$ cat config.mk
export PLATFORM = sky130hd
export DESIGN_NAME = word_byte_unpacker
export DESIGN_NICKNAME = d
export VERILOG_FILES = /design/src/rtl/word_byte_unpacker.sv
export SDC_FILE = /design/constraint.sdc
export NUM_CORES = 1
export LEC_CHECK = 0
export BUFFER_PORTS_ARGS = -buffer_cell sky130_fd_sc_hd__buf_2
export CORE_MARGIN = 2
export CORE_UTILIZATION = 45
export DETAILED_ROUTE_END_ITERATION = 12
export SLEW_MARGIN = 10
export SYNTH_ARGS = -nofsm -noshare
export SYNTH_HDL_FRONTEND = slang
export SYNTH_SLANG_ARGS = --single-unit
$ cat constraint.sdc
create_clock -name clk_50m -period 4.45 [get_ports clk_50m]
set_clock_uncertainty 0.1 [all_clocks]
set_input_delay 0.6675 -clock clk_50m [delete_from_list [all_inputs] [get_ports clk_50m]]
set_output_delay 0.6675 -clock clk_50m [all_outputs]
set_load 0.01 [all_outputs]
$ cat src/rtl/word_byte_unpacker.sv
// word_byte_unpacker: serializes valid/ready words into a bubble-free symbol stream with a per-block last flag
module word_byte_unpacker #(
  parameter int DATA_W      = 64,
  parameter int OUT_W       = 8,
  parameter bit MSB_FIRST   = 1'b1,
  parameter int BLOCK_WORDS = 64
) (
  input  logic                           clk_50m,
  input  logic                           rst,
  input  logic                           i_word_valid,
  input  logic [DATA_W-1:0]              i_word,
  output logic                           o_word_ready,
  output logic                           o_byte_valid,
  output logic [OUT_W-1:0]               o_byte,
  output logic                           o_byte_last,
  input  logic                           i_byte_ready,
  output logic [$clog2(BLOCK_WORDS)-1:0] o_word_cnt
);
  localparam int R = DATA_W / OUT_W;
  localparam int IW = R > 1 ? $clog2(R) : 1;
  localparam int CW = $clog2(BLOCK_WORDS);
  localparam logic [IW-1:0] LAST_IDX = IW'(R - 1);
  localparam logic [CW-1:0] LAST_WORD = CW'(BLOCK_WORDS - 1);
  logic [DATA_W-1:0] sh_reg, pf_reg;
  logic [R-1:0][OUT_W-1:0] lanes;
  logic sh_valid, pf_valid, take, fire, done;
  logic [IW-1:0] idx, sel;
  logic [CW-1:0] word_cnt;
  // ready comes from registers only, so the byte side never reaches the upstream handshake
  always_comb begin
    o_word_ready = !rst && !pf_valid;
    take = i_word_valid && o_word_ready;
    fire = sh_valid && i_byte_ready;
    done = fire && idx == LAST_IDX;
    lanes = sh_reg;
    sel = MSB_FIRST ? LAST_IDX - idx : idx;
    o_byte = lanes[sel];
    o_byte_valid = sh_valid;
    o_byte_last = sh_valid && idx == LAST_IDX && word_cnt == LAST_WORD;
    o_word_cnt = word_cnt;
  end
  // shift word refills from prefetch first, else straight from upstream, so words follow without bubbles
  always_ff @(posedge clk_50m) begin
    if (rst) begin
      sh_reg <= '0;
      pf_reg <= '0;
      sh_valid <= 1'b0;
      pf_valid <= 1'b0;
      idx <= '0;
      word_cnt <= '0;
    end else begin
      sh_valid <= done ? (pf_valid || take) : (sh_valid || take);
      sh_reg <= (done && pf_valid) ? pf_reg : (take && (done || !sh_valid)) ? i_word : sh_reg;
      pf_valid <= !done && (pf_valid || (take && sh_valid));
      pf_reg <= (take && sh_valid && !done) ? i_word : pf_reg;
      idx <= done ? '0 : fire ? idx + 1'b1 : idx;
      word_cnt <= done ? word_cnt + 1'b1 : word_cnt;
    end
  end
endmodule
After elaboration in Yosys (flattened, before gate mapping):

Index checks and enable logic that the tools add are counted.

* muxes and demuxes: 5
* order comparisons: 1
* equality and inequality tests: 2
* reductions and logical operators: 21
* add/sub/neg operators: 3

Operators by type and width (count)
* $mux 64: 2
* $bmux 8 s3: 1
* $logic_and 1x1->1: 11
* $mux 8: 1
* $add 6x1->6 const B: 1
* $eq 6x6->1 const B: 1
* $logic_not 1->1: 4
* $logic_or 1x1->1: 4
* $lt 3x4->1 const B: 1
* $add 3x1->3 const B: 1
* $eq 3x3->1 const B: 1
* $sub 3x3->3 const A: 1
* $reduce_bool 2->1: 1
* $reduce_or 2->1: 1
* $mux 1: 1

* input port bits: 68
* output and inout port bits: 17
* logic and storage cells: 38
* register bits: 139

Depth between registers and ports, before layout:

* depth in word-level cells: 6
* mapped depth: 8
* depth with buffers taken out: 5

Worst setup path before layout:

OpenSTA, ideal clock, no wires.

* path type: register -> output
* start: reg idx[1]
* end: out o_byte[5]
* setup slack: 2093 ps
* path buffers: 2
* stages on the path, launching flop included: 5
* arrival time: 1590 ps
* path through: dfxtp_1 buf_2 buf_2 mux4_2 mux2_2

* word-level cells in the longest chain between the ends: 3

RTL lines
* from (decl): line 27 `logic [IW-1:0] idx, sel;`
* from (signal assigned): line 56 `idx <= done ? '0 : fire ? idx + 1'b1 : idx;`
* $sub 3x3->3: line 36 `sel = MSB_FIRST ? LAST_IDX - idx : idx;`
* $bmux 8 s3: line 37 `o_byte = lanes[sel];`
* $mux 8 (not written as such): line 37
* to (decl): line 14 `output logic [OUT_W-1:0] o_byte,`

Every way passes these cells. The select of a mux whose other input is x is not followed.

Worst setup path after layout:

* start: reg idx[1]
* end: reg pf_reg[55]

* word-level cells in the longest chain between the ends: 4

RTL lines
* $eq 3x3->1: line 34 `done = fire && idx == LAST_IDX;`
* $logic_and 1x1->1: line 34
* $logic_not 1->1: line 55 `pf_reg <= (take && sh_valid && !done) ? i_word : pf_reg;`
* $logic_and 1x1->1: line 55
* to (signal assigned): line 55
* to (decl): line 24 `logic [DATA_W-1:0] sh_reg, pf_reg;`

Every way passes these cells.
A chain may end at the register's enable or synchronous reset.

==> flow_metrics.py <==
metrics = {
    "outcome": {
        "outcome": "complete, no violations",
    },
    "sta": {
        "fin_crit_sh": 0.6606,
        "maxSlewHeadroom": 0.2444,
        "rsz0062_at_grt": "false",
        "fin_tns_setup_ps": 0,
        "maxSlewViolCount": 0,
        "hold_violations": 0,
        "fmax_mhz": 340.2,
        "fin_hold_ws_ps": 371.9,
        "worstMarginPinSlew_ps": 1133,
        "fin_crit_ps": 2940,
        "final-setup-viol-count": 0,
    },
    "pwr": {
        "ir_drop_mv": 0.2596,
        "clkPwrFrac": 0.466,
        "leakage_nw": 3.151,
        "p_comb_frac": 0.133,
        "p_switching_uw": 880.0,
        "swShare": 0.2556,
        "power_mw": 3.443,
        "intPower_mw": 2.563,
        "power_frac_seq": 0.401,
        "powerDensity_nw_per_um2": 417.7,
    },
    "synthesis": {
        "synth_edf_count": 0,
        "ys_ff_latch": 139,
        "synth_warnings": 0,
        "yosysUniqueCellTypes": 33,
        "syn_inst": 758,
        "synth_top_area_cell": "dfxtp_1",
        "syn_nets": 829,
        "syn_area_per_cell_um2": 9.557,
        "synth_top_area_frac": 0.3841,
        "synth-seq-area-share": 0.3841,
        "ys_top_cells_by_area": "dfxtp_1 (38%), a2111oi_2 (12%), mux2i_1 (9.0%)",
        "netlist_area_um2": 7244,
        "ys_async_sr_fraction": 0,
        "synthFlopType": "dfxtp_1",
    },
    "cells_and_area": {
        "area_delta_synth_final_pct": 13.78,
        "nNetsFinal": 849,
        "diodes": 0,
        "layout-drive-gt1-share": 0.2781,
        "design_area_um2": 8243,
    },
    "clock_tree": {
        "clk_pin_slew_ps": 60,
        "root_buffer": "clkbuf_16",
        "cts_setup_buffers": 0,
        "cts_resized": 0,
        "clock-sinks": 139,
        "cts_tree": "yes",
        "clock_path_buffers": 2,
        "cts_max_level": 4,
        "cts_buffers": 17,
        "clock_latency_ps": 430,
        "cts_hold_buf": 0,
    },
    "floorplan": {
        "row_count": 46,
        "die_y_um": 130.9,
        "die_area_um2": 17130,
        "io_pins": 85,
        "initial_core_util": 0.4577,
        "die_w_um": 130.9,
        "coreArea_um2": 15830,
    },
    "drt": {
        "wl_per_cell_um": 19.26,
        "vias": 6258,
        "wl_um": 19390,
        "drc": 0,
        "first_pass_iters": 5,
        "antenna_left": 0,
        "avgViaCountPerCell": 6.214,
        "drt-initial-drc-count": 536,
    },
    "critical_path": {
        "ff2ff_path_depth": 7,
        "cp_data_arrival_time_ps": 3190,
        "reg2reg_slack_ps": 1510,
        "cp-end-kind": "flop",
        "startpoint": "idx[1]$_SDFFE_PP0P_",
        "crit_type": "flop to flop",
        "critPathLaunchType": "flop",
        "cp_max_fo": 44,
        "required_ps": 4700,
        "timing.rr.start": "idx[1]$_SDFFE_PP0P_",
        "regToRegEndpoint": "pf_reg[55]$_SDFFE_PP0P_",
        "endpoint": "pf_reg[55]$_SDFFE_PP0P_",
    },
    "global_routing": {
        "track_usage": 0.2311,
        "grt_pass1_wl_um": 30950,
        "grt_max_degree": 74,
        "grt_pass1_vias": 5820,
        "antenna_found_initial": 0,
        "gr-total-overflow": 0,
    },
    "placed_design": {
        "hpwlAfterDp_um": 11890,
        "port_buffers": 84,
        "gp_congestion": 0.8329,
        "placed_cell_area_um2": 7572,
    },
    "run": {
        "cap_violations": 0,
    },
    "min_path": {
        "hold_path.class": "flop to flop",
    },
}
-- cell type report --
type,count,area (um^2)
clock buffer,22,484.2
clock inverter,10,186.4
fill,1431,7585
multi-input combinational,523,3994
sequential,139,2784
tap,216,270.3
timing repair buffer,97,524.3
-- power groups by stage --
stage / logic, mW / clock network [mW] / registers [mW]
floorplan: 0.364 / 0 / 1.38
global placement: 0.442 / 0 / 1.40
detailed placement: 0.460 / 0 / 1.40
CTS: 0.462 / 1.62 / 1.38
global route: 0.504 / 1.67 / 1.39
finish: 0.459 / 1.60 / 1.38
-- cells in the mapped netlist, types with 3 or more instances --
library cell,count
a2111oi_1,4
mux4_2,16
ha_1,3
buf_2,15
mux2_2,8
buf_4,6
a2111oi_2,60
nor2_1,7
nor3_1,129
buf_6,15
clkbuf_1,52
mux2i_1,65
a21oi_1,72
dfxtp_1,139
nand3_1,66
o21ai_0,67
buf_1,7
nand2_1,7
nand4_1,4
-- critical path, stage by stage (launching register included) --
cell and delay [ps]:
dfxtp_1 310, buf_4 270, ha_1 210, ha_1 390
and2_1 670, buf_4 550, o21ai_0 180, a21oi_1 170
-- metrics by stage --
| stage | instances | setup slack [ps] | util |
|---|---|---|---|
| 2_1_floorplan | 758 | 2093 | - |
| 3_3_place_gp | 975 | 1685 | 0.4784 |
| 3_5_place_dp | 975 | 1554 | 0.4784 |
| 4_1_cts | 1007 | 1528 | 0.5208 |
| 5_1_grt | 1007 | 1284 | 0.5208 |
| 6_report | 1007 | 1510 | 0.5208 |
-- routing by layer --
layer / GRT usage / wire (um)
met4: 0.06884 / 277
met1: 0.3211 / 9016
met2: 0.3594 / 8975
met3: 0.05456 / 1123
met5: 0 / 0
-- worst min path at each step --
stage | startpoint | to | slack, ps | cells after the start
floorplan | pf_reg[0]$_SDFFE_PP0P_ | pf_reg[0]$_SDFFE_PP0P_ | 350 | 2
global placement | pf_reg[60]$_SDFFE_PP0P_ | pf_reg[60]$_SDFFE_PP0P_ | 360 | 2
detailed placement | pf_reg[30]$_SDFFE_PP0P_ | pf_reg[30]$_SDFFE_PP0P_ | 370 | 2
CTS | pf_reg[30]$_SDFFE_PP0P_ | pf_reg[30]$_SDFFE_PP0P_ | 370 | 2
global route | pf_reg[1]$_SDFFE_PP0P_ | pf_reg[1]$_SDFFE_PP0P_ | 390 | 2
finish | pf_reg[23]$_SDFFE_PP0P_ | pf_reg[23]$_SDFFE_PP0P_ | 370 | 2
-- logic make-up (layout without fill, tap and decap cells) --
family | after synthesis | count (layout) | share of synthesized area
xor+xnor | 2 | 2 | 0.002418
mux | 89 | 89 | 0.1520
flops | 139 | 139 | 0.3841
compound gates | 205 | 205 | 0.2282
simple gates | 224 | 224 | 0.1570
buf+inv | 96 | 129 | 0.07116
fa+ha+maj | 3 | 3 | 0.005182
-- cell usage in the layout, fill, tap and decap left out, types with 3 or more instances in the layout --
cell,Yosys,routed
clkbuf_8,0,4
mux2_2,8,8
dfxtp_1,139,138
mux2i_1,65,65
nand4_1,4,4
buf_2,15,83
mux4_2,16,16
a2111oi_1,4,4
o21ai_0,67,67
nand2_1,7,6
clkinvlp_4,0,3
a2111oi_2,60,60
clkbuf_16,0,17
nand3_1,66,66
nor2_1,7,6
bufinv_16,0,5
buf_4,6,13
a21oi_1,72,72
nor3_1,129,129
ha_1,3,3
(Power assumes the default switching activity.)
